===== config.mk =====
export PLATFORM = sky130hd
export DESIGN_NAME = vram_fill_arbiter
export DESIGN_NICKNAME = d
export VERILOG_FILES = /design/src/rtl/vram_pkg.sv /design/src/rtl/vram_fill_addr_gen.sv /design/src/rtl/vram_fill_arbiter.sv
export SDC_FILE = /design/constraint.sdc
export NUM_CORES = 1
export LEC_CHECK = 0
export BUFFER_PORTS_ARGS = -buffer_cell sky130_fd_sc_hd__buf_4
export CAP_MARGIN = 20
export CORE_MARGIN = 2
export CORE_UTILIZATION = 40
export CTS_BUF_LIST = sky130_fd_sc_hd__clkbuf_4
export CTS_CLUSTER_DIAMETER = 50
export DETAILED_ROUTE_END_ITERATION = 12
export GPL_TIMING_DRIVEN = 0
export PLACE_DENSITY = 0.62
export SLEW_MARGIN = 20
export SYNTH_ARGS = -nofsm -noshare
export SYNTH_HDL_FRONTEND = slang
export SYNTH_SLANG_ARGS = --single-unit

===== constraint.sdc =====
create_clock -name CLK -period 4.55 [get_ports CLK]
set_clock_uncertainty 0.05 [all_clocks]
set_input_delay 0.91 -clock CLK [delete_from_list [all_inputs] [get_ports CLK]]
set_output_delay 0.91 -clock CLK [all_outputs]
set_load 0.01 [all_outputs]

===== src/rtl/vram_pkg.sv =====
// Shared geometry constants and fill-controller state type for the VRAM fill path.
package vram_pkg;
   localparam int ROW_WORDS  = 40;
   localparam int ROWS       = 480;
   localparam int ADDR_W     = 15;
   localparam int VRAM_WORDS = ROW_WORDS * ROWS;
   localparam int X_W        = 6;
   localparam int Y_W        = 9;

   typedef enum logic {
      IDLE = 1'b0,
      FILL = 1'b1
   } state_t;
endpackage


===== src/rtl/vram_fill_addr_gen.sv =====
// Rectangle walker: latches the fill geometry and produces the current fill
// word address plus a flag marking the final word of the rectangle.
module vram_fill_addr_gen #(
   parameter int ROW_WORDS = vram_pkg::ROW_WORDS,
   parameter int ADDR_W    = vram_pkg::ADDR_W
) (
   input  logic                     CLK,
   input  logic                     RESET_N,
   input  logic                     load,
   input  logic                     advance,
   input  logic [vram_pkg::X_W-1:0] cmd_x,
   input  logic [vram_pkg::Y_W-1:0] cmd_y,
   input  logic [vram_pkg::X_W-1:0] cmd_w,
   input  logic [vram_pkg::Y_W-1:0] cmd_h,
   output logic [ADDR_W-1:0]        addr,
   output logic                     last
);
   import vram_pkg::*;

   logic [X_W-1:0]    x_reg;
   logic [X_W-1:0]    w_reg;
   logic [Y_W-1:0]    h_reg;
   logic [X_W-1:0]    col_reg;
   logic [Y_W-1:0]    row_reg;
   logic [ADDR_W-1:0] base_reg;
   logic              col_last;
   logic              row_last;

   assign col_last = (col_reg == w_reg - X_W'(1));
   assign row_last = (row_reg == h_reg - Y_W'(1));
   assign last     = col_last && row_last;
   assign addr     = base_reg + ADDR_W'(x_reg) + ADDR_W'(col_reg);

   always_ff @(posedge CLK or negedge RESET_N) begin
      if (!RESET_N) begin
         x_reg    <= '0;
         w_reg    <= '0;
         h_reg    <= '0;
         col_reg  <= '0;
         row_reg  <= '0;
         base_reg <= '0;
      end else if (load) begin
         x_reg    <= cmd_x;
         w_reg    <= cmd_w;
         h_reg    <= cmd_h;
         col_reg  <= '0;
         row_reg  <= '0;
         base_reg <= ADDR_W'(cmd_y) * ADDR_W'(ROW_WORDS);
      end else if (advance) begin
         // Column wraps at the right edge of the rectangle, stepping one VRAM row down.
         if (col_last) begin
            col_reg  <= '0;
            row_reg  <= row_reg + Y_W'(1);
            base_reg <= base_reg + ADDR_W'(ROW_WORDS);
         end else begin
            col_reg  <= col_reg + X_W'(1);
         end
      end
   end
endmodule


===== src/rtl/vram_fill_arbiter.sv =====
// VRAM write port arbiter: CPU writes always win, rectangle fill writes use
// the remaining cycles. All VRAM outputs are registered.
module vram_fill_arbiter #(
   parameter int ROW_WORDS = vram_pkg::ROW_WORDS,
   parameter int ROWS      = vram_pkg::ROWS,
   parameter int ADDR_W    = vram_pkg::ADDR_W
) (
   input  logic                     CLK,
   input  logic                     RESET_N,
   input  logic                     cpu_wr,
   input  logic [ADDR_W-1:0]        cpu_addr,
   input  logic [31:0]              cpu_data,
   input  logic [3:0]               cpu_byte_en,
   input  logic                     cmd_valid,
   output logic                     cmd_ready,
   input  logic [vram_pkg::X_W-1:0] cmd_x,
   input  logic [vram_pkg::Y_W-1:0] cmd_y,
   input  logic [vram_pkg::X_W-1:0] cmd_w,
   input  logic [vram_pkg::Y_W-1:0] cmd_h,
   input  logic [31:0]              cmd_pattern,
   input  logic                     abort,
   output logic                     vram_wren,
   output logic [ADDR_W-1:0]        vram_addr,
   output logic [31:0]              vram_data,
   output logic [3:0]               vram_byte_en,
   output logic                     busy,
   output logic                     done,
   output logic                     err
);
   import vram_pkg::*;

   state_t            state_reg;
   state_t            state_next;
   logic [31:0]       pattern_reg;
   logic [31:0]       x_end;
   logic [31:0]       y_end;
   logic              cmd_ok;
   logic              cmd_accept;
   logic              cmd_reject;
   logic              fill_fire;
   logic              fill_done;
   logic [ADDR_W-1:0] fill_addr;
   logic              fill_last;

   assign cmd_ready = (state_reg == IDLE);

   // Sums are widened so out-of-range rectangles cannot alias back into range.
   assign x_end  = 32'(cmd_x) + 32'(cmd_w);
   assign y_end  = 32'(cmd_y) + 32'(cmd_h);
   assign cmd_ok = (cmd_w != '0) && (cmd_h != '0)
                   && (x_end <= 32'(ROW_WORDS)) && (y_end <= 32'(ROWS));

   always_comb begin
      state_next = state_reg;
      cmd_accept = 1'b0;
      cmd_reject = 1'b0;
      fill_fire  = 1'b0;
      fill_done  = 1'b0;
      case (state_reg)
         IDLE: begin
            if (cmd_valid) begin
               if (cmd_ok) begin
                  cmd_accept = 1'b1;
                  state_next = FILL;
               end else begin
                  cmd_reject = 1'b1;
               end
            end
         end
         FILL: begin
            // Abort outranks completion; a CPU write only stalls the walk.
            if (abort) begin
               state_next = IDLE;
            end else if (!cpu_wr) begin
               fill_fire = 1'b1;
               if (fill_last) begin
                  fill_done  = 1'b1;
                  state_next = IDLE;
               end
            end
         end
         default: state_next = IDLE;
      endcase
   end

   always_ff @(posedge CLK or negedge RESET_N) begin
      if (!RESET_N) begin
         state_reg <= IDLE;
      end else begin
         state_reg <= state_next;
      end
   end

   vram_fill_addr_gen #(
      .ROW_WORDS (ROW_WORDS),
      .ADDR_W    (ADDR_W)
   ) u_addr_gen (
      .CLK     (CLK),
      .RESET_N (RESET_N),
      .load    (cmd_accept),
      .advance (fill_fire),
      .cmd_x   (cmd_x),
      .cmd_y   (cmd_y),
      .cmd_w   (cmd_w),
      .cmd_h   (cmd_h),
      .addr    (fill_addr),
      .last    (fill_last)
   );

   always_ff @(posedge CLK or negedge RESET_N) begin
      if (!RESET_N) begin
         pattern_reg  <= '0;
         vram_wren    <= 1'b0;
         vram_addr    <= '0;
         vram_data    <= '0;
         vram_byte_en <= '0;
         busy         <= 1'b0;
         done         <= 1'b0;
         err          <= 1'b0;
      end else begin
         if (cmd_accept) begin
            pattern_reg <= cmd_pattern;
         end
         vram_wren <= cpu_wr | fill_fire;
         if (cpu_wr) begin
            vram_addr    <= cpu_addr;
            vram_data    <= cpu_data;
            vram_byte_en <= cpu_byte_en;
         end else if (fill_fire) begin
            vram_addr    <= fill_addr;
            vram_data    <= pattern_reg;
            vram_byte_en <= 4'hF;
         end
         busy <= (state_next == FILL);
         done <= fill_done;
         err  <= cmd_reject;
      end
   end
endmodule


==> results of run 1 <==
per-stage QoR:
step	utilization	hold WS, ns
final	0.5153	0.2179
after global placement	0.4966	0.4377
after global routing	0.5153	0.2007
after detailed placement	0.4985	0.4421
after floorplan	-	0.4287
after CTS	0.5152	0.2052
synth_stat cells (3+ instances only):
cell type / number
dfrtp_1: 135
nand2_1: 79
o21ai_0: 63
nor2_1: 58
mux2_2: 53
mux2i_1: 46
ha_1: 43
xnor2_1: 35
a21oi_1: 32
clkbuf_1: 24
nor3_1: 23
inv_1: 20
xor2_1: 17
nand3_1: 16
and3_1: 10
nor2b_1: 10
buf_2: 7
fa_1: 7
nor3b_1: 7
a21o_1: 5
nor4_1: 5
nand4_1: 4
nor3_2: 4
o21a_1: 4
a211oi_1: 3
a21oi_2: 3
buf_1: 3
path summary, 6_finish.rpt:
check | slack, ns | startpoint | depth (start not counted) | end
worst max-delay path | 1.01 | cmd_y[0] | 12 | busy
worst min-delay path | 0.22 | RESET_N | 1 | u_addr_gen.h_reg[4]
worst max register to register | 1.34 | u_addr_gen.base_reg[3] | 9 | vram_addr[13]
worst min register to register | 0.47 | pattern_reg[19] | 1 | pattern_reg[19]
max in group asynchronous | 3.48 | RESET_N | 2 | vram_addr[3]
min in group CLK | 0.47 | pattern_reg[19] | 1 | pattern_reg[19]
layout make-up:
| class | instances | share of cell area |
|---|---|---|
| Tap cell | 260 | 0.03353 |
| Timing Repair Buffer | 174 | 0.1375 |
| Antenna cell | 1 | 0.0002579 |
| Clock inverter | 13 | 0.01844 |
| Clock buffer | 18 | 0.01393 |
| Buffer | 36 | 0.01599 |
| Sequential cell | 135 | 0.3482 |
| Inverter | 20 | 0.007737 |
| Multi-Input combinational cell | 568 | 0.4245 |
worst reg2reg max path: stages (launching register included):
cell	delay (ns)
dfrtp_1	0.48
fa_1	0.51
ha_1	0.33
nor2b_1	0.15
o21ai_0	0.20
a21boi_0	0.18
o21ai_0	0.43
a21oi_1	0.13
or4b_2	0.62
nand3_1	0.08
power groups by stage:
stage,combinational [mW],clock [mW],sequential [mW]
after CTS,1.69,0.915,1.87
after floorplan,1.18,0,1.84
after global placement,1.65,0,1.88
after detailed placement,1.68,0,1.90
after global routing,1.88,0.977,1.92
final,1.67,0.898,1.87
metal layers:
layer / track usage / part of all wire / up-vias
met3: 0.03823 / 0.041 / 27
met2: 0.3218 / 0.47 / 137
li1: - / - / 3079
met1: 0.2708 / 0.47 / 2962
met4: 0.05888 / 0.019 / 0
met5: 0 / 0 / -
kinds of logic after synthesis:
kind of cell               after synthesis  synth area share
buffers and inverters                   56           0.02979
muxes                                  100            0.1383
DFF                                    135            0.4372
xor gates and xnor gates                52           0.05894
adders and majority gates               50           0.08776
AOI/OAI and AO/OA                      135            0.1056
and+or+nand+nor                        231            0.1425
==> results.cfg, run 1 <==
[run_status]
outcome = finished clean

[placed_design]
placed_cells = 1193
hpwlAfterDp_um = 15380
dp_slack_ns = 0.3921
gp_congestion = 0.8372
dpl-instance-area_sq_mm = 0.009387
port_buffers = 173

[die]
dieArea_sq_mm = 0.02045
fp-row-count = 50
core_area_sq_mm = 0.01883
die_height_um = 143.0
io_pins = 174
die_w_um = 143.0
start_util = 0.4104

[layout]
layout_common_cells = buf_4, dfrtp_1, nand2_1
syn2layout_area_growth_pct = 25.57
fin_nets = 1120
regArea_sq_mm = 0.003378
final_cells = 1225
fillers = 1795
final_area_sq_mm = 0.009703
drive_gt1_frac = 0.2915
final_common_cell = buf_4
multi_input_area_sq_mm = 0.004119

[route]
firstDrtPassIters = 4
routed_via_density = 5.065
wl_um = 19950
drc = 0
drt_iter0_drc = 241
ant_nets = 0
wire_per_inst_um = 16.29
vias = 6205

[power_and_ir_drop]
seqPwrFrac = 0.421
switchingPower_mw = 1.571
vdd_drop_max_uv = 197.1
power.total_mw = 4.438
p_sw_frac = 0.3541
power.density_mw_per_mm2 = 457.4
p_comb_frac = 0.376
p_leak_nw = 4.669
clkPwrFrac = 0.202
p_int_mw = 2.867

[timing]
layout_setup_ws_ns = 1.014
drv_slew = 0
rsz0062_at_grt = false
max_freq_mhz = 282.8
period_share = 0.7771
setup_viol = 0
hold_violations = 0
min_period_ns = 3.536
tightest_slew_ns = 0.8707
tns_ns = 0
maxSlewHeadroom = 0.4196

[setup_path]
crit_slowest_cell = fa_1
crit_arrival_ns = 3.89
worst_setup_path_end_kind = flip-flop
crit_family = buffers and inverters
cp_max_fo = 10
startpoint_type = primary input
max_stage_delay_ns = 0.42
path_cells = buf_4, ha_1, fa_1, a211oi_1, nor2_1, xnor2_1, a311o_1, o2111ai_2, buf_2, buf_2, buf_2, o21ai_0
crit_required_ns = 4.90
path_class = primary input to flip-flop
timing.critical_path.mode_cell = buf_2
timing.critical_path.buf_inv = 4

[logic_synthesis]
synth.net_count = 927
syn_avg_cell_area_sq_um = 10.18
synthFlopType = dfrtp_1
synth_area_leaders = dfrtp_1, mux2_2, ha_1
synth_edf_count = 0
syn_area_sq_mm = 0.007727
async_flop_share = 1.000
synth_top_cell_by_area = dfrtp_1
ys_seq_area_frac = 0.4372
synthCells = 759
yosysUniqueCellTypes = 58
synth_seq_cells = 135
yosysWarningCount = 0
synth_top_area_frac = 0.4372

[clock_tree]
root_buffer = clkbuf_4
cts_setup_buffers = 0
clkLatencyLatePin_ns = 0.54
ctsResizeCount = 0
clock-sinks = 135
clk_pin_slew_worst_paths_ns = 0.12
cts_tree = yes
cts_hold_buf = 0
htree_levels = 4
clk_path_buf_depth = 2
numCtsBuffers = 17

[global_routing]
grt_pass1_wl_um = 31560
track_usage = 0.1987
grt_max_degree = 82
antenna_found_initial = 1
gr-total-overflow = 0
grt_pass1_vias = 6075

[min_path]
min_path_type = primary input to async pin

[flow_run]
drv_cap = 0
No activity file was read; power rests on OpenSTA's default activity.
==> inputs of run 2 (changes only) <==
--- a/config.mk
+++ b/config.mk
@@ -13,7 +13,7 @@
 export CTS_CLUSTER_DIAMETER = 50
 export DETAILED_ROUTE_END_ITERATION = 12
 export GPL_TIMING_DRIVEN = 0
-export PLACE_DENSITY = 0.62
+export PLACE_DENSITY = 0.64
 export SLEW_MARGIN = 20
 export SYNTH_ARGS = -nofsm -noshare
 export SYNTH_HDL_FRONTEND = slang
==> constraint.sdc (replaced) <==
create_clock -name CLK -period 3.14 [get_ports CLK]
set_clock_uncertainty 0.05 [all_clocks]
set_input_delay 0.628 -clock CLK [delete_from_list [all_inputs] [get_ports CLK]]
set_output_delay 0.628 -clock CLK [all_outputs]
set_load 0.01 [all_outputs]
==> results.cfg, run 2 (synthesis results as in run 1) <==
[run_status]
outcome = finished clean

[die]
io_pins = 174
dieArea_sq_mm = 0.02045
start_util = 0.4104
fp-row-count = 50
die_height_um = 143.0
die_w_um = 143.0
core_area_sq_mm = 0.01883

[layout]
syn2layout_area_growth_pct = 25.99
final_common_cell = buf_4
drive_gt1_frac = 0.2981
fin_nets = 1121
layout_common_cells = buf_4, dfrtp_1, nand2_1
fillers = 1789
final_area_sq_mm = 0.009736
multi_input_area_sq_mm = 0.004141
regArea_sq_mm = 0.003378

[route]
routed_via_density = 5.086
wire_per_inst_um = 16.31
ant_nets = 0
drt_iter0_drc = 273
drc = 0
firstDrtPassIters = 5
vias = 6245
wl_um = 20030

[global_routing]
grt_max_degree = 96
gr-total-overflow = 0
grt_pass1_wl_um = 31910
grt_pass1_vias = 6281
antenna_found_initial = 2
track_usage = 0.2011

[power_and_ir_drop]
p_leak_nw = 4.679
vdd_drop_max_uv = 216.3
power.density_mw_per_mm2 = 657.5

[setup_path]
cp_max_fo = 10
timing.critical_path.mode_cell = buf_4
max_stage_delay_ns = 0.42
startpoint_type = primary input
crit_slowest_cell = fa_1
rr_startpoint = u_addr_gen.base_reg[3]
startpoint = cmd_y[0]
timing.critical_path.buf_inv = 3
crit_family = compound AO/OA/AOI/OAI gates
crit_arrival_ns = 3.40
path_cells = buf_4, ha_1, fa_1, a211oi_2, nor2_1, xnor2_1, a311o_1, o2111ai_2, buf_4, buf_2, mux2_2
path_class = primary input to flip-flop
crit_required_ns = 3.56
worst_setup_path_end_kind = flip-flop

[min_path]
holdCritStartpoint = cpu_data[15]
min_path_type = primary input to flip-flop

[clock_tree]
clkLatencyLatePin_ns = 0.57
clk_path_buf_depth = 2
root_buffer = clkbuf_4
cts_tree = yes
cts_setup_buffers = 0
clk_pin_slew_worst_paths_ns = 0.12
numCtsBuffers = 17
htree_levels = 4
clock-sinks = 135

[placed_design]
dpl-instance-area_sq_mm = 0.009387
port_buffers = 173
gp_congestion = 0.8274
hpwlAfterDp_um = 15340

[flow_run]
drv_cap = 0

[timing]
setup_viol = 0
min_period_ns = 2.984
max_freq_mhz = 335.1
period_share = 0.9504
fin_hold_ws_ns = 0.2028
maxSlewHeadroom = 0.4154
drv_slew = 0
hold_violations = 0
tightest_slew_ns = 0.8768
rsz0062_at_grt = false
[run 2: cell type report]
type | count | share of cell area
diodes | 2 | 0.0005141
repair buffers | 175 | 0.1380
multi-input cells | 568 | 0.4254
plain buffers | 36 | 0.01684
inverters | 20 | 0.007711
well taps | 260 | 0.03341
clock buffers | 20 | 0.01542
flip-flops and latches | 135 | 0.3470
clock inverters | 12 | 0.01568
[run 2: timing repair]
action / in CTS / in global routing
endpoints found under the setup margin: 27 / 32
gates resized for setup: 3 / 9
endpoints found under the hold margin: 40 / 0
hold buffers: 1 / 0
pin swaps: 0 / 0
[run 2: power by group]
group | switching (mW) | internal, mW | leakage (nW)
combinational | 1.19 | 1.26 | 2.88
clock | 0.676 | 0.577 | 0.157
sequential | 0.430 | 2.27 | 1.64
[run 2: metrics by stage]
step | instances | util | TNS [ns] | setup slack, ns | total power [mW]
finish | 1228 | 0.5170 | 0 | 0.1557 | 6.402
CTS | 1226 | 0.5153 | 0 | 0.04996 | 6.438
floorplan | 759 | - | -0.3262 | -0.02109 | 4.372
global route | 1228 | 0.5170 | 0 | 0.02588 | 6.891
global placement | 1192 | 0.4966 | -33.54 | -0.7443 | 5.109
detailed placement | 1193 | 0.4985 | -36.95 | -0.7981 | 5.173
[run 2: path summary, 6_finish.rpt]
| check | endpoint | slack [ns] | cells past startpoint |
|---|---|---|---|
| setup / recovery | pattern_reg[16] | 0.16 | 11 |
| hold / removal | vram_data[15] | 0.20 | 3 |
| min in group asynchronous | u_addr_gen.row_reg[0] | 0.47 | 2 |
| hold reg to reg | pattern_reg[13] | 0.47 | 1 |
| max in group asynchronous | pattern_reg[11] | 1.78 | 3 |
| setup reg to reg | vram_addr[13] | 0.20 | 9 |
[run 2: worst min-delay path, cell delays in order]
cell	delay, ns
buf_4	0.08
nand2_1	0.04
o21ai_0	0.05
[run 2: per-layer routing]
metal	wire length (um)	GRT usage	vias up
li1	-	-	3075
met1	9151	0.2696	2988
met2	9358	0.3178	141
met3	885	0.03622	41
met4	635	0.09119	0
met5	0	0	-
